$ cat src/rtl/sync_pulse_arbiter.sv
// Round-robin arbiter that queues pulse events from several requesters and
// issues them one at a time onto a single shared fast-to-slow sync channel.
module sync_pulse_arbiter #(
  parameter int NUM_REQ     = 4,
  parameter int CNT_W       = 4,
  parameter int GAP_CYCLES  = 3,
  parameter int ACK_TIMEOUT = 64
) (
  input  logic                       clk,
  input  logic                       rst_n,
  input  logic [NUM_REQ-1:0]         req_pulse,
  input  logic                       ch_ack,
  input  logic                       clr_err,
  output logic                       ch_pulse,
  output logic [$clog2(NUM_REQ)-1:0] ch_id,
  output logic                       busy,
  output logic                       pending_any,
  output logic [NUM_REQ-1:0]         overflow,
  output logic                       timeout_err
);

  localparam int ID_W    = $clog2(NUM_REQ);
  localparam int TMR_MAX = (ACK_TIMEOUT > GAP_CYCLES) ? ACK_TIMEOUT : GAP_CYCLES;
  localparam int TMR_W   = $clog2(TMR_MAX + 1);

  localparam logic [CNT_W-1:0] CNT_MAX  = '1;
  localparam logic [TMR_W-1:0] ACK_LAST = TMR_W'(ACK_TIMEOUT - 1);
  localparam logic [TMR_W-1:0] GAP_LAST = TMR_W'((GAP_CYCLES > 0) ? GAP_CYCLES - 1 : 0);
  localparam logic [ID_W-1:0]  ID_LAST  = ID_W'(NUM_REQ - 1);

  typedef enum logic [1:0] {
    IDLE     = 2'd0,
    ISSUE    = 2'd1,
    WAIT_ACK = 2'd2,
    GAP      = 2'd3
  } state_t;

  // With no gap configured, an ack (or timeout) returns straight to IDLE.
  localparam state_t ACK_EXIT = (GAP_CYCLES > 0) ? GAP : IDLE;

  state_t             state_reg, state_next;
  logic [CNT_W-1:0]   cnt_reg  [NUM_REQ];
  logic [CNT_W-1:0]   cnt_next [NUM_REQ];
  logic [NUM_REQ-1:0] nz_vec;
  logic [NUM_REQ-1:0] grant_vec;
  logic [NUM_REQ-1:0] overflow_set;
  logic [NUM_REQ-1:0] overflow_reg, overflow_next;
  logic [ID_W-1:0]    rr_ptr_reg, rr_ptr_next;
  logic [ID_W-1:0]    ch_id_reg, ch_id_next;
  logic [TMR_W-1:0]   timer_reg, timer_next;
  logic               ch_pulse_reg, ch_pulse_next;
  logic               timeout_err_reg, timeout_err_next;
  logic               timeout_set;
  logic               pick_valid;
  logic [ID_W-1:0]    pick_idx;
  logic [ID_W-1:0]    scan_idx;
  int                 scan_sum;

  // Per-requester pending counters; a simultaneous request and grant cancel out.
  generate
    for (genvar gi = 0; gi < NUM_REQ; gi++) begin : g_req
      logic inc, dec, sat;

      assign inc = req_pulse[gi];
      assign dec = grant_vec[gi];
      assign sat = (cnt_reg[gi] == CNT_MAX);

      assign nz_vec[gi]       = (cnt_reg[gi] != '0);
      assign grant_vec[gi]    = (state_reg == ISSUE) && (ch_id_reg == ID_W'(gi));
      assign overflow_set[gi] = inc && !dec && sat;
      assign cnt_next[gi]     = (inc && !dec && !sat) ? cnt_reg[gi] + 1'b1 :
                                (dec && !inc)         ? cnt_reg[gi] - 1'b1 :
                                                        cnt_reg[gi];

      always_ff @(posedge clk or negedge rst_n) begin
        if (!rst_n) begin
          cnt_reg[gi] <= '0;
        end else begin
          cnt_reg[gi] <= cnt_next[gi];
        end
      end
    end
  endgenerate

  // Scan from the highest offset down so the lowest offset past rr_ptr wins.
  always_comb begin
    pick_valid = 1'b0;
    pick_idx   = '0;
    scan_sum   = 0;
    scan_idx   = '0;
    for (int k = NUM_REQ - 1; k >= 0; k--) begin
      scan_sum = int'(rr_ptr_reg) + k;
      if (scan_sum >= NUM_REQ) begin
        scan_sum = scan_sum - NUM_REQ;
      end
      scan_idx = ID_W'(scan_sum);
      if (nz_vec[scan_idx]) begin
        pick_valid = 1'b1;
        pick_idx   = scan_idx;
      end
    end
  end

  always_comb begin
    state_next  = state_reg;
    rr_ptr_next = rr_ptr_reg;
    ch_id_next  = ch_id_reg;
    timer_next  = timer_reg;
    timeout_set = 1'b0;
    case (state_reg)
      IDLE: begin
        if (pick_valid) begin
          ch_id_next = pick_idx;
          state_next = ISSUE;
        end
      end
      ISSUE: begin
        rr_ptr_next = (ch_id_reg == ID_LAST) ? '0 : ch_id_reg + ID_W'(1);
        timer_next  = '0;
        state_next  = WAIT_ACK;
      end
      WAIT_ACK: begin
        if (ch_ack) begin
          timer_next = '0;
          state_next = ACK_EXIT;
        end else if (timer_reg == ACK_LAST) begin
          // The lost event is dropped rather than reissued.
          timeout_set = 1'b1;
          timer_next  = '0;
          state_next  = ACK_EXIT;
        end else begin
          timer_next = timer_reg + 1'b1;
        end
      end
      GAP: begin
        if (timer_reg == GAP_LAST) begin
          timer_next = '0;
          state_next = IDLE;
        end else begin
          timer_next = timer_reg + 1'b1;
        end
      end
      default: begin
        state_next = IDLE;
      end
    endcase
  end

  // Error flags are sticky; a new error in the clearing cycle survives.
  assign ch_pulse_next    = (state_next == ISSUE);
  assign timeout_err_next = timeout_set | (timeout_err_reg & ~clr_err);
  assign overflow_next    = overflow_set | (overflow_reg & ~{NUM_REQ{clr_err}});

  always_ff @(posedge clk or negedge rst_n) begin
    if (!rst_n) begin
      state_reg       <= IDLE;
      rr_ptr_reg      <= '0;
      ch_id_reg       <= '0;
      timer_reg       <= '0;
      ch_pulse_reg    <= 1'b0;
      timeout_err_reg <= 1'b0;
      overflow_reg    <= '0;
    end else begin
      state_reg       <= state_next;
      rr_ptr_reg      <= rr_ptr_next;
      ch_id_reg       <= ch_id_next;
      timer_reg       <= timer_next;
      ch_pulse_reg    <= ch_pulse_next;
      timeout_err_reg <= timeout_err_next;
      overflow_reg    <= overflow_next;
    end
  end

  assign ch_pulse    = ch_pulse_reg;
  assign ch_id       = ch_id_reg;
  assign busy        = (state_reg != IDLE);
  assign pending_any = |nz_vec;
  assign overflow    = overflow_reg;
  assign timeout_err = timeout_err_reg;

endmodule
$ cat config.mk
export PLATFORM = sky130hd
export DESIGN_NAME = sync_pulse_arbiter
export DESIGN_NICKNAME = d
export VERILOG_FILES = /design/src/rtl/sync_pulse_arbiter.sv
export SDC_FILE = /design/constraint.sdc
export NUM_CORES = 1
export LEC_CHECK = 0
export ABC_AREA = 1
export ABC_CLOCK_PERIOD_IN_PS = 1700
export BUFFER_PORTS_ARGS = -buffer_cell sky130_fd_sc_hd__buf_4
export CORE_UTILIZATION = 50
export DETAILED_ROUTE_END_ITERATION = 7
export PLACE_DENSITY = 0.68
export SYNTH_ARGS = -nofsm -noshare
export SYNTH_HDL_FRONTEND = slang
export SYNTH_SLANG_ARGS = --single-unit
$ cat constraint.sdc
create_clock -name clk -period 1.7 [get_ports clk]
set_input_delay 0.085 -clock clk [delete_from_list [all_inputs] [get_ports clk]]
set_output_delay 0.085 -clock clk [all_outputs]
set_load 0.02 [all_outputs]
After elaboration in Yosys (flattened, before gate mapping):

Cells that the tools add are included.

* register bits after elaboration: 35
* word-level logic and storage cells: 142

* multiplexer cells: 41
* bitwise operators: 6
* $add $sub $neg: 17
* magnitude comparators: 8
* reductions and logical operators: 46
* equal/unequal tests: 13

Operators by type and width (number)
* 4-bit two-way mux: 8
* 2-bit two-way mux: 13
* 7-bit two-way mux: 3
* 7-bit case mux with 3 select lines: 1
* 1-bit logical AND: 20
* 4-bit by 1-bit adder with 4-bit output (second input constant): 4
* 4-bit equality test (second input constant): 4
* 4-bit nonzero test: 4
* 4-bit by 1-bit subtractor with 4-bit output (second input constant): 4
* 1-bit logical NOT: 12
* 2-bit by 3-bit < comparator with 1-bit output (second input constant): 4
* 1-bit two-way mux: 11
* 2-bit nonzero test: 5
* 3-bit >= comparator (second input constant): 3
* 1-bit binary-select mux with 2-bit select: 4
* 2-bit equality test (second input constant): 4
* 2-bit case mux with 4 select lines: 1
* 2-bit by 1-bit subtractor with 2-bit output (second input constant): 4
* 7-bit by 1-bit adder with 7-bit output (second input constant): 1
* 7-bit by 2-bit equality test with 1-bit output (second input constant): 1
* 7-bit by 6-bit equality test with 1-bit output (second input constant): 1
* 2-bit by 2-bit adder with 3-bit output (second input constant): 2
* 2-bit by 1-bit equality test with 1-bit output (second input constant): 3
* 4-bit AND: 1
* other kinds (12): 13

Longest topological paths before layout:

Gate-level depths: netlist of the first run.

* word-level depth: 12
* mapped depth: 12
* mapped depth without buffers: 12

Worst setup path after synthesis of the first run:

No wires, ideal clock.

* path kind: reg-to-reg
* start point: register ch_id_reg[0] (netlist: ch_id[0])
* end point: register cnt_reg[15] in the netlist's numbering
* setup slack: -0.301 ns
* data required time: 1.577 ns
* stages on the path, launching flop included: 13
* period minus slack after synthesis: 2.001 ns
* arrival: 1.878 ns
* setup time: 0.123 ns
* cell sequence: dfrtp_1 -> inv_1 -> ha_1 -> nand2_1 -> nand3_2 -> ha_1 -> nand2_1 -> nand2_1 -> a31oi_1 -> inv_1 -> nand2_1 -> nand2_1 -> xnor2_1

* cells in the longest elaborated chain, start to end: 6
* elaborated cells on any way between the ends: 8
* classes of those cells: mux: 1; reduce/logical: 7

Ends and longest elaborated chain
* start: declaration: RTL line 49 `logic [ID_W-1:0] ch_id_reg, ch_id_next;`
* start signal: assignment: RTL line 166 `ch_id_reg <= ch_id_next;`
* 2-bit logical NOT *: RTL line 69 `assign grant_vec[gi] = (state_reg == ISSUE) && (ch_id_reg == ID_W'(gi));`
* 1-bit logical AND *: RTL line 69
* 1-bit logical NOT: RTL line 71 `assign cnt_next[gi] = (inc && !dec && !sat) ? cnt_reg[gi] + 1'b1 :`
* 1-bit logical AND (2 in a row): RTL line 71
* 4-bit two-way mux or 2-bit nonzero test (tied branches)
* end signal: indexed assignment: RTL line 79 `cnt_reg[gi] <= cnt_next[gi];`
* end: declaration: RTL line 42 `logic [CNT_W-1:0] cnt_reg [NUM_REQ];`

Every way passes the cells marked *; elsewhere a longest branch is shown, timed or not.
A chain may end at the register's enable or synchronous reset.

==> flow_summary.ini, run 1 <==
[critical_path]
worst_ep_arrival_time_ns = 2.00
regToRegStartpoint = state_reg[1]
crit-reg2reg-capture = cnt_reg[13]
timing.critical_path.from_type = flip-flop
cpPeakStageDelay_ns = 0.42
crit_chain = nor2_4 > nand2_2 > nand3_4 > buf_4 > fa_2 > mux2_4
timing.critical_path.to_type = flip-flop
cpMaxStageDelayCell = sky130_fd_sc_hd__fa_2
worstPathRequired_ns = 1.87
depth_of_the_most_critical_reg_to_reg_path = 6
crit_path_from = state_reg[1]
worst-setup-path-type = flip-flop to flip-flop
timing.critical_path.fanout_max = 6
ff2ff_setup_slack_ns = -0.13
path_buf_inv = 1
worst_path_dominant_cell_family = simple AND/OR/NAND/NOR gates

[floorplanning]
io_pins = 18
floorplan.rows = 23
initial_core_util_pct = 53.7
floorplan_die_height_um = 68.5
die-width_um = 68.5
core_area_um2 = 4120
dieArea_um2 = 4690

[timing]
timing.final.ws_setup_ns = -0.131
worst_slew_margin_rel_pct = 69.9
finalClockSkew_ns = 0.00776
final_max_slew_viol_count = 0
timing_hold_violations_final = 0
grt_setup_unrepaired = true
fin_tns_setup_ns = -0.577
timing.fmax_ghz = 0.546
finalWorstPathRequiredPeriod_ns = 1.83
finalSetupViolCount = 8
worstMarginPinSlew_ns = 0.452
finalCritPeriodShare_pct = 108

[logic_synthesis]
synth_common_cells = sky130_fd_sc_hd__nand2_1 (56), sky130_fd_sc_hd__dfrtp_1 (35), sky130_fd_sc_hd__inv_1 (31)
synth_area_leader_cell = sky130_fd_sc_hd__dfrtp_1
mappedNetlistNets = 284
netlist_instances = 258
synth_cell_types = 27
yosysWarningCount = 0
yosysSeqAreaShare_pct = 39.7
synth-edff-count = 0
syn_avg_cell_area_um2 = 8.56
ys_top_cells_by_area = sky130_fd_sc_hd__dfrtp_1 (40%), sky130_fd_sc_hd__nand2_1 (9.5%), sky130_fd_sc_hd__ha_1 (7.9%), sky130_fd_sc_hd__nand3_1 (5.4%), sky130_fd_sc_hd__inv_1 (5.3%)
postSynth.asyncResetShare_pct = 100
postSynthRegisterBits = 35
synth_largest_type_area_fraction_pct = 39.7
syn-cell-area_um2 = 2210
yosys.cell_count.top_type = sky130_fd_sc_hd__nand2_1
yosys_most_used_dff = sky130_fd_sc_hd__dfrtp_1

[clock_tree]
clock-sinks = 35
cts_made_buffers = 5
cts_htree_levels = 2
cts_max_path_buffers = 2
ctsRootBufferMaster = sky130_fd_sc_hd__clkbuf_8
cts_tree = yes
clk-insertion-delay-late_ns = 0.29
clk_pin_slew_worst_paths_ns = 0.07

[power]
power.share.switching_pct = 42.5
irDropWorstVdd_mv = 1.08
internal_power_mw = 3.45
finalPower_mw = 6.00
share_of_total_power_in_sequential_cells_pct = 24.9
static-leakage-power_nw = 1.46
p_clk_share_pct = 10.4
switch_pwr_mw = 2.55
power_frac_comb_pct = 64.7
power_per_cell_area_nw_per_um2 = 2000

[run]
max_cap_violations = 0

[drt]
ant_nets = 0
wirelength_per_cell_um = 12.9
drtPass1Iterations = 4
avgViaCountPerCell = 5.11
drcViolationCount = 0
drt_iter0_markers = 86
num_vias = 1906
finalWirelength_um = 4820

[placed_design]
dp.final_hpwl_um = 3460
gp_congestion = 0.811
numPlacedInstances = 352
port-buffer-count = 17

[worst_hold_path]
min_delay_startpoint = clr_err
hold_path_depth = 2
hp-class = primary input to flip-flop
hold-path-endpoint = overflow[2]

[finish]
finalCoreUtilization_pct = 73.1
flow.area_growth_from_synthesis_pct = 36.2
instances_no_fill = 373
diodes = 0
fillers = 310
post_route_cells_drive_above_1_share_pct = 36.2
number_of_flip_flops_in_the_largest_register = 16
finalNetCount = 348

[global_routing]
grt.total_usage_pct = 21.9
via_count_of_the_first_global_routing_pass = 1682
grt_start_max_net_pins = 36
antenna_found_initial = 0
grt_first_pass_wirelength_um = 7470
globalRoute.totalOverflow = 0

[run_status]
outcome = finished, violations left
failed_checks = negative setup slack
## worst reg2reg max path, delay by kind of cell, from the launching register on
kind                       cells  cell delay [ns]
and+or+nand+nor                3             0.50
DFF                            1             0.41
adders and majority gates      1             0.42
muxes                          1             0.26
buffers and inverters          1             0.13
## worst max-delay path by stage
stage	cells after the start	to	slack, ns
final	6	cnt_reg[13]	-0.13
after detailed placement	11	cnt_reg[11]	-0.09
after floorplan	12	cnt_reg[7]	-0.07
after global routing	11	cnt_reg[7]	-0.24
after global placement	12	cnt_reg[7]	-0.06
after CTS	12	cnt_reg[11]	-0.09
## area by class of cell
| class | count | area, µm² | share of cell area [%] |
|---|---|---|---|
| clock buffer | 7 | 86.3 | 2.87 |
| tap | 50 | 62.6 | 2.08 |
| clock inverter | 1 | 5.00 | 0.166 |
| inverter | 32 | 120 | 3.99 |
| timing repair buffer | 58 | 445 | 14.8 |
| sequential | 35 | 880 | 29.2 |
| multi-input combinational | 190 | 1410 | 46.8 |
## repair_timing
item,CTS,global route
pin swaps,10,14
hold endpoints to repair,35,0
hold buffers,1,0
endpoints found under the setup margin,6,14
buffers inserted,7,6
resized for setup,7,23
## power groups by stage
stage	Clock, mW	Combinational [mW]	Sequential [mW]
global route	0.663	4.30	1.55
global placement	0	3.22	1.49
floorplan	0	2.08	1.63
CTS	0.638	3.44	1.49
finish	0.626	3.88	1.50
detailed placement	0	3.29	1.51
## layer usage
| metal | up-vias | track usage, % | wire [µm] |
|---|---|---|---|
| met2 | 30 | 33.9 | 2290 |
| met4 | 0 | 7.81 | 66 |
| met1 | 894 | 29.7 | 2290 |
| met5 | - | 0 | 0 |
| met3 | 5 | 5.17 | 179 |
| li1 | 977 | - | - |
## logic make-up after synthesis
kind of cell	share of synthesized area, %
and+or+nand+nor	26.3
muxes	2.72
buffers and inverters	5.78
AOI/OAI and AO/OA	7.20
xor gates and xnor gates	6.74
adders and majority gates	11.6
DFF	39.7
## cells in the final DEF, fill, tap and decap left out, types with 3 or more instances in the layout
| cell type | count |
|---|---|
| sky130_fd_sc_hd__clkbuf_8 | 6 |
| sky130_fd_sc_hd__nor2_2 | 3 |
| sky130_fd_sc_hd__o21ai_0 | 6 |
| sky130_fd_sc_hd__nand3_1 | 24 |
| sky130_fd_sc_hd__mux2_4 | 4 |
| sky130_fd_sc_hd__nand3_4 | 4 |
| sky130_fd_sc_hd__nand4_1 | 7 |
| sky130_fd_sc_hd__o22ai_1 | 6 |
| sky130_fd_sc_hd__dfrtp_1 | 32 |
| sky130_fd_sc_hd__inv_1 | 27 |
| sky130_fd_sc_hd__or2_1 | 3 |
| sky130_fd_sc_hd__dfrtp_2 | 3 |
| sky130_fd_sc_hd__inv_2 | 5 |
| sky130_fd_sc_hd__xnor2_1 | 8 |
| sky130_fd_sc_hd__xor2_1 | 7 |
| sky130_fd_sc_hd__ha_2 | 4 |
| sky130_fd_sc_hd__a21oi_1 | 5 |
| sky130_fd_sc_hd__nand2_1 | 48 |
| sky130_fd_sc_hd__nand2_2 | 9 |
| sky130_fd_sc_hd__nor2_1 | 16 |
| sky130_fd_sc_hd__nand2_4 | 3 |
| sky130_fd_sc_hd__ha_4 | 4 |
| sky130_fd_sc_hd__buf_4 | 55 |
| sky130_fd_sc_hd__ha_1 | 6 |
## metrics by stage
stage	hold slack (ns)	area (µm²)	worst slack (ns)
finish	0.0461	3010	-0.131
global route	0.0469	3010	-0.242
CTS	0.0422	2860	-0.0879
detailed placement	0.0680	2700	-0.0879
global placement	0.0615	2700	-0.0579
floorplan	-0.211	2310	-0.0707
(Power assumes the default switching activity.)
==> run 2: changes to the inputs <==
- CELL_PAD_IN_SITES_DETAIL_PLACEMENT: default -> 0
- CELL_PAD_IN_SITES_GLOBAL_PLACEMENT: default -> 1
- CORE_UTILIZATION: 50 -> 41
- PLACE_DENSITY: 0.68 -> 0.73
- SETUP_SLACK_MARGIN: default -> 0.4
==> run 2 against run 1 <==
Against the previous run:
- non-clock buffer count increased by 35
- global-route usage decreased by 0.95 points
- first-iteration DRC count decreased by 35%
- the run still ends with negative setup slack left
- clock power increased by 47%
- critical path depth increased by 1
- wire length increased by 25%
- sequential cell count unchanged
- utilization decreased by 1.8 points
- final cell count increased by 15%
- fmax decreased by 0.86%
==> flow_summary.ini, run 2 (same netlist as run 1, synthesis figures left out) <==
[power]
power_per_cell_area_nw_per_um2 = 2060
irDropWorstVdd_mv = 1.01
static-leakage-power_nw = 1.74

[critical_path]
timing.critical_path.fanout_max = 5
crit_path_from = ch_id[0]
worst_path_dominant_cell_family = adder cells
ff2ff_setup_slack_ns = -0.15
cpPeakStageDelay_ns = 0.44
crit-reg2reg-capture = cnt_reg[13]
depth_of_the_most_critical_reg_to_reg_path = 7
path_buf_inv = 2
cpMaxStageDelayCell = sky130_fd_sc_hd__dfrtp_2
worst_ep_arrival_time_ns = 2.03
crit_chain = inv_2 > ha_2 > nand2_4 > nand3_4 > buf_4 > fa_1 > mux2_4
worst-setup-path-type = flip-flop to flip-flop
worstPathRequired_ns = 1.88
timing.critical_path.to_type = flip-flop
regToRegStartpoint = ch_id[0]
timing.critical_path.from_type = flip-flop

[timing]
finalWorstPathRequiredPeriod_ns = 1.85
timing.final.ws_setup_ns = -0.147
finalCritPeriodShare_pct = 109
grt_setup_unrepaired = true
worstMarginPinSlew_ns = 0.464
timing_hold_violations_final = 0
timing.fmax_ghz = 0.541
final_max_slew_viol_count = 0
worst_slew_margin_rel_pct = 69.1
finalSetupViolCount = 12
finalClockSkew_ns = 0.00722

[run_status]
failed_checks = negative setup slack
outcome = finished, violations left

[drt]
drtPass1Iterations = 4
num_vias = 2108
drt_iter0_markers = 56
wirelength_per_cell_um = 14.0
ant_nets = 0
finalWirelength_um = 6010
avgViaCountPerCell = 4.93
drcViolationCount = 0

[placed_design]
dp.final_hpwl_um = 3530
gp_congestion = 0.806
port-buffer-count = 17
numPlacedInstances = 378

[global_routing]
grt.total_usage_pct = 21.0
grt_start_max_net_pins = 36
globalRoute.totalOverflow = 0
antenna_found_initial = 0
grt_first_pass_wirelength_um = 8790
via_count_of_the_first_global_routing_pass = 1943

[floorplanning]
initial_core_util_pct = 43.0
core_area_um2 = 5140
floorplan_die_height_um = 75.4
die-width_um = 75.4
dieArea_um2 = 5680
io_pins = 18
floorplan.rows = 26

[worst_hold_path]
hold_path_depth = 2
hp-class = primary input to flip-flop
min_delay_startpoint = clr_err
hold-path-endpoint = timeout_err

[finish]
diodes = 0
number_of_flip_flops_in_the_largest_register = 16
finalCoreUtilization_pct = 71.3
layout_common_cells = sky130_fd_sc_hd__buf_4 (68), sky130_fd_sc_hd__nand2_1 (38), sky130_fd_sc_hd__dfrtp_1 (31), sky130_fd_sc_hd__buf_6 (24), sky130_fd_sc_hd__inv_1 (23)
post_route_cells_drive_above_1_share_pct = 54.2
instances_no_fill = 428
flow.area_growth_from_synthesis_pct = 66.0
finalNetCount = 383
layout.cells.most_common = sky130_fd_sc_hd__buf_4

[clock_tree]
clock-sinks = 35
ctsRootBufferMaster = sky130_fd_sc_hd__clkbuf_8
cts_htree_levels = 2
cts_max_path_buffers = 2
cts_tree = yes
clk_pin_slew_worst_paths_ns = 0.08
cts_made_buffers = 5
clk-insertion-delay-late_ns = 0.29

[run]
max_cap_violations = 0
## run 2: how the worst max path moves through the flow
stage                     slack [ns]     endpoint  depth (start not counted)
after global placement         -0.09  cnt_reg[15]                         12
after floorplan                -0.06   cnt_reg[3]                         11
final                          -0.15  cnt_reg[13]                          7
after detailed placement       -0.10   cnt_reg[3]                         11
after CTS                      -0.12  cnt_reg[15]                         12
after global routing           -0.27  cnt_reg[11]                         13
## run 2: routing by layer
metal  GRT usage, %  share of wire (%)  vias up
met1           26.0                 43     1016
met4           7.00                1.6        0
met5              0                  0        -
met3           4.63                2.2       10
li1               -                  -     1052
met2           36.4                 53       30
## run 2: cell type report
cell class | instances | area (µm²)
repair buffers | 93 | 791
clock buffers | 5 | 68.8
flip-flops and latches | 35 | 881
multi-input cells | 190 | 1640
clock inverters | 3 | 67.6
inverters | 32 | 128
fillers | 394 | 1470
well taps | 70 | 87.6
## run 2: timing repair
item	CTS	global route
endpoints found under the setup margin	29	31
pin swaps	17	34
endpoints found under the hold margin	35	0
setup buffers	23	18
resized for setup	48	61
hold buffers	1	0
cloned	0	0
## run 2: per-stage QoR
| stage | area [µm²] | hold WS [ns] | setup WS, ns | power [mW] | TNS (ns) |
|---|---|---|---|---|---|
| 5_1_grt | 3670 | 0.0382 | -0.271 | 8.12 | -2.18 |
| 6_report | 3670 | 0.0465 | -0.147 | 7.56 | -0.913 |
| 3_3_place_gp | 2790 | 0.0720 | -0.0903 | 4.87 | -0.228 |
| 2_1_floorplan | 2320 | -0.211 | -0.0550 | 3.74 | -0.213 |
| 3_5_place_dp | 2790 | 0.0755 | -0.103 | 4.90 | -0.353 |
| 4_1_cts | 3260 | 0.0453 | -0.116 | 6.48 | -0.454 |
## run 2: report_power, final
part / switching [mW] / total (mW) / internal (mW)
clock: 0.333 / 0.918 / 0.585
sequential: 0.381 / 1.58 / 1.20
combinational: 2.40 / 5.06 / 2.66
total: 3.11 / 7.56 / 4.44
==> run 3: changes to the inputs <==
- CTS_CLUSTER_SIZE: default -> 20
- PLACE_DENSITY: 0.73 -> default
- PLACE_DENSITY_LB_ADDON: default -> 0.15
==> run 3 against run 2 <==
Against the previous run:
- sequential share of layout area increased by 2.1 points
- critical path type unchanged
- sequential cell count unchanged
- setup slack improved by 0.070 ns
- die area did not move
- sequential power fell by 3%
- critical path depth up 4
- utilization decreased by 5.7 points
- the flow still finishes with violations (negative setup slack)
- via count shrank 6.8%
- fmax up 4.0%
- power decreased by 12%
- first-iteration DRC count fell by 23%
==> flow_summary.ini, run 3 (same netlist as run 1, synthesis figures left out) <==
[global_routing]
grt_first_pass_wirelength_um = 8490
grt_start_max_net_pins = 36
grt.total_usage_pct = 20.1
globalRoute.totalOverflow = 0
antenna_found_initial = 0
via_count_of_the_first_global_routing_pass = 1939

[clock_tree]
cts_tree = yes
cts_htree_levels = 2
clk-insertion-delay-late_ns = 0.29
clk_pin_slew_worst_paths_ns = 0.08
cts_made_buffers = 5
ctsRootBufferMaster = sky130_fd_sc_hd__clkbuf_8
clock-sinks = 35
cts_max_path_buffers = 2

[run_status]
outcome = finished, violations left
failed_checks = negative setup slack

[power]
power_frac_comb_pct = 64.9
power_per_cell_area_nw_per_um2 = 1970
power.share.switching_pct = 41.9
switch_pwr_mw = 2.79
static-leakage-power_nw = 1.57
finalPower_mw = 6.65
internal_power_mw = 3.86
share_of_total_power_in_sequential_cells_pct = 23.2
p_clk_share_pct = 12.0
irDropWorstVdd_mv = 0.943

[floorplanning]
floorplan_die_height_um = 75.4
floorplan.rows = 26
dieArea_um2 = 5680
io_pins = 18
core_area_um2 = 5140
initial_core_util_pct = 43.0
die-width_um = 75.4

[critical_path]
cpMaxStageDelayCell = sky130_fd_sc_hd__dfrtp_2
path_buf_inv = 1
critPathMostFrequentCell = sky130_fd_sc_hd__nand2_1
crit_chain = ha_2 > nand2_4 > nand3_4 > ha_4 > nand2_1 > nand2_1 > a31oi_2 > inv_1 > nand2_1 > nand2_1 > xnor2_1
timing.critical_path.to_type = flip-flop
crit-reg2reg-capture = cnt_reg[3]
timing.critical_path.from_type = flip-flop
ff2ff_setup_slack_ns = -0.08
worst_ep_arrival_time_ns = 1.96
regToRegStartpoint = ch_id[0]
depth_of_the_most_critical_reg_to_reg_path = 11
worstPathRequired_ns = 1.88
cpPeakStageDelay_ns = 0.46
timing.critical_path.fanout_max = 4
worst_path_dominant_cell_family = adder cells
worst-setup-path-type = flip-flop to flip-flop

[timing]
final.hold.worst_slack_ns = 0.0544
timing.fmax_ghz = 0.563
timing.final.ws_setup_ns = -0.0770
final_max_slew_viol_count = 0
worst_slew_margin_rel_pct = 69.7
finalCritPeriodShare_pct = 105
finalWorstPathRequiredPeriod_ns = 1.78
finalClockSkew_ns = 0.00453
worstMarginPinSlew_ns = 0.455
grt_setup_unrepaired = true
fin_tns_setup_ns = -0.470
finalSetupViolCount = 7
timing_hold_violations_final = 0

[worst_hold_path]
hold_path_depth = 2
hp-class = primary input to flip-flop
hold-path-endpoint = timeout_err
min_delay_startpoint = clr_err

[drt]
drt_iter0_markers = 43
ant_nets = 0
finalWirelength_um = 5210
drcViolationCount = 0
drtPass1Iterations = 4
wirelength_per_cell_um = 12.9
avgViaCountPerCell = 4.86
num_vias = 1965

[finish]
flow.area_growth_from_synthesis_pct = 52.7
finalCoreUtilization_pct = 65.6
layout_common_cells = sky130_fd_sc_hd__buf_4 (55), sky130_fd_sc_hd__nand2_1 (47), sky130_fd_sc_hd__dfrtp_1 (32), sky130_fd_sc_hd__inv_1 (26), sky130_fd_sc_hd__nand3_1 (21)
post_route_cells_drive_above_1_share_pct = 44.6
number_of_flip_flops_in_the_largest_register = 16
finalNetCount = 359
layout.cells.most_common = sky130_fd_sc_hd__buf_4
diodes = 0
layout.cell_area.non_filler_um2 = 3370
instances_no_fill = 404

[run]
max_cap_violations = 0

[placed_design]
dp.final_hpwl_um = 3610
post-place-ws_ns = -0.113
numPlacedInstances = 374
gp_congestion = 0.798
placement.cell_area_um2 = 2760
port-buffer-count = 17
[run 3: cell count changes in the layout (fill, tap and decap cells not counted), moves of 4 or more]
cell / delta
sky130_fd_sc_hd__buf_6: -12
sky130_fd_sc_hd__nand3_1: +6
sky130_fd_sc_hd__inv_2: -4
sky130_fd_sc_hd__nand3_2: -4
sky130_fd_sc_hd__nand2_2: -8
sky130_fd_sc_hd__buf_4: -13
sky130_fd_sc_hd__nand2_1: +9
[run 3: timing repair]
item,4_1_cts,5_1_grt
pin swaps,17,31
buffers inserted,9,12
cloned,0,0
hold buffers,1,0
setup endpoints to repair,29,30
resized for setup,39,36
hold endpoints to repair,35,0
[run 3: worst max-delay path by stage]
stage                        start          end  slack (ns)  depth (start not counted)
after floorplan           ch_id[0]   cnt_reg[3]       -0.06                         11
after global placement    ch_id[0]  cnt_reg[15]       -0.09                         12
after detailed placement  ch_id[0]  cnt_reg[15]       -0.11                         12
after CTS                 ch_id[1]  cnt_reg[11]       -0.09                         12
after global routing      ch_id[0]   cnt_reg[3]       -0.22                         11
final                     ch_id[0]   cnt_reg[3]       -0.08                         11
[run 3: cell type report]
type	instances	area (µm²)
fill	419	1770
inverter	32	133
timing repair buffer	69	578
clock inverter	2	35.0
tap	70	87.6
clock buffer	6	82.6
sequential	35	880
multi-input combinational	190	1580
[run 3: worst reg2reg max path: cells and delay by family, from the launching register on]
family	cells	cell delay, ns
compound gates	1	0.16
xor+xnor	1	0.11
fa+ha+maj	2	0.48
buf+inv	1	0.05
flops	1	0.46
simple gates	6	0.39
[run 3: per-layer routing]
metal | vias to the layer above | routed length [µm] | track usage (%)
met4 | 0 | 123 | 8.23
met3 | 11 | 118 | 4.50
li1 | 1000 | - | -
met5 | - | 0 | 0
met2 | 27 | 2550 | 33.3
met1 | 927 | 2410 | 25.5
[run 3: power groups by stage]
stage               clock [mW]  combinational [mW]  sequential [mW]
CTS                      0.813                3.77             1.52
detailed placement           0                3.35             1.50
global placement             0                3.31             1.49
floorplan                    0                2.09             1.65
global route             0.840                4.80             1.59
finish                   0.796                4.32             1.54
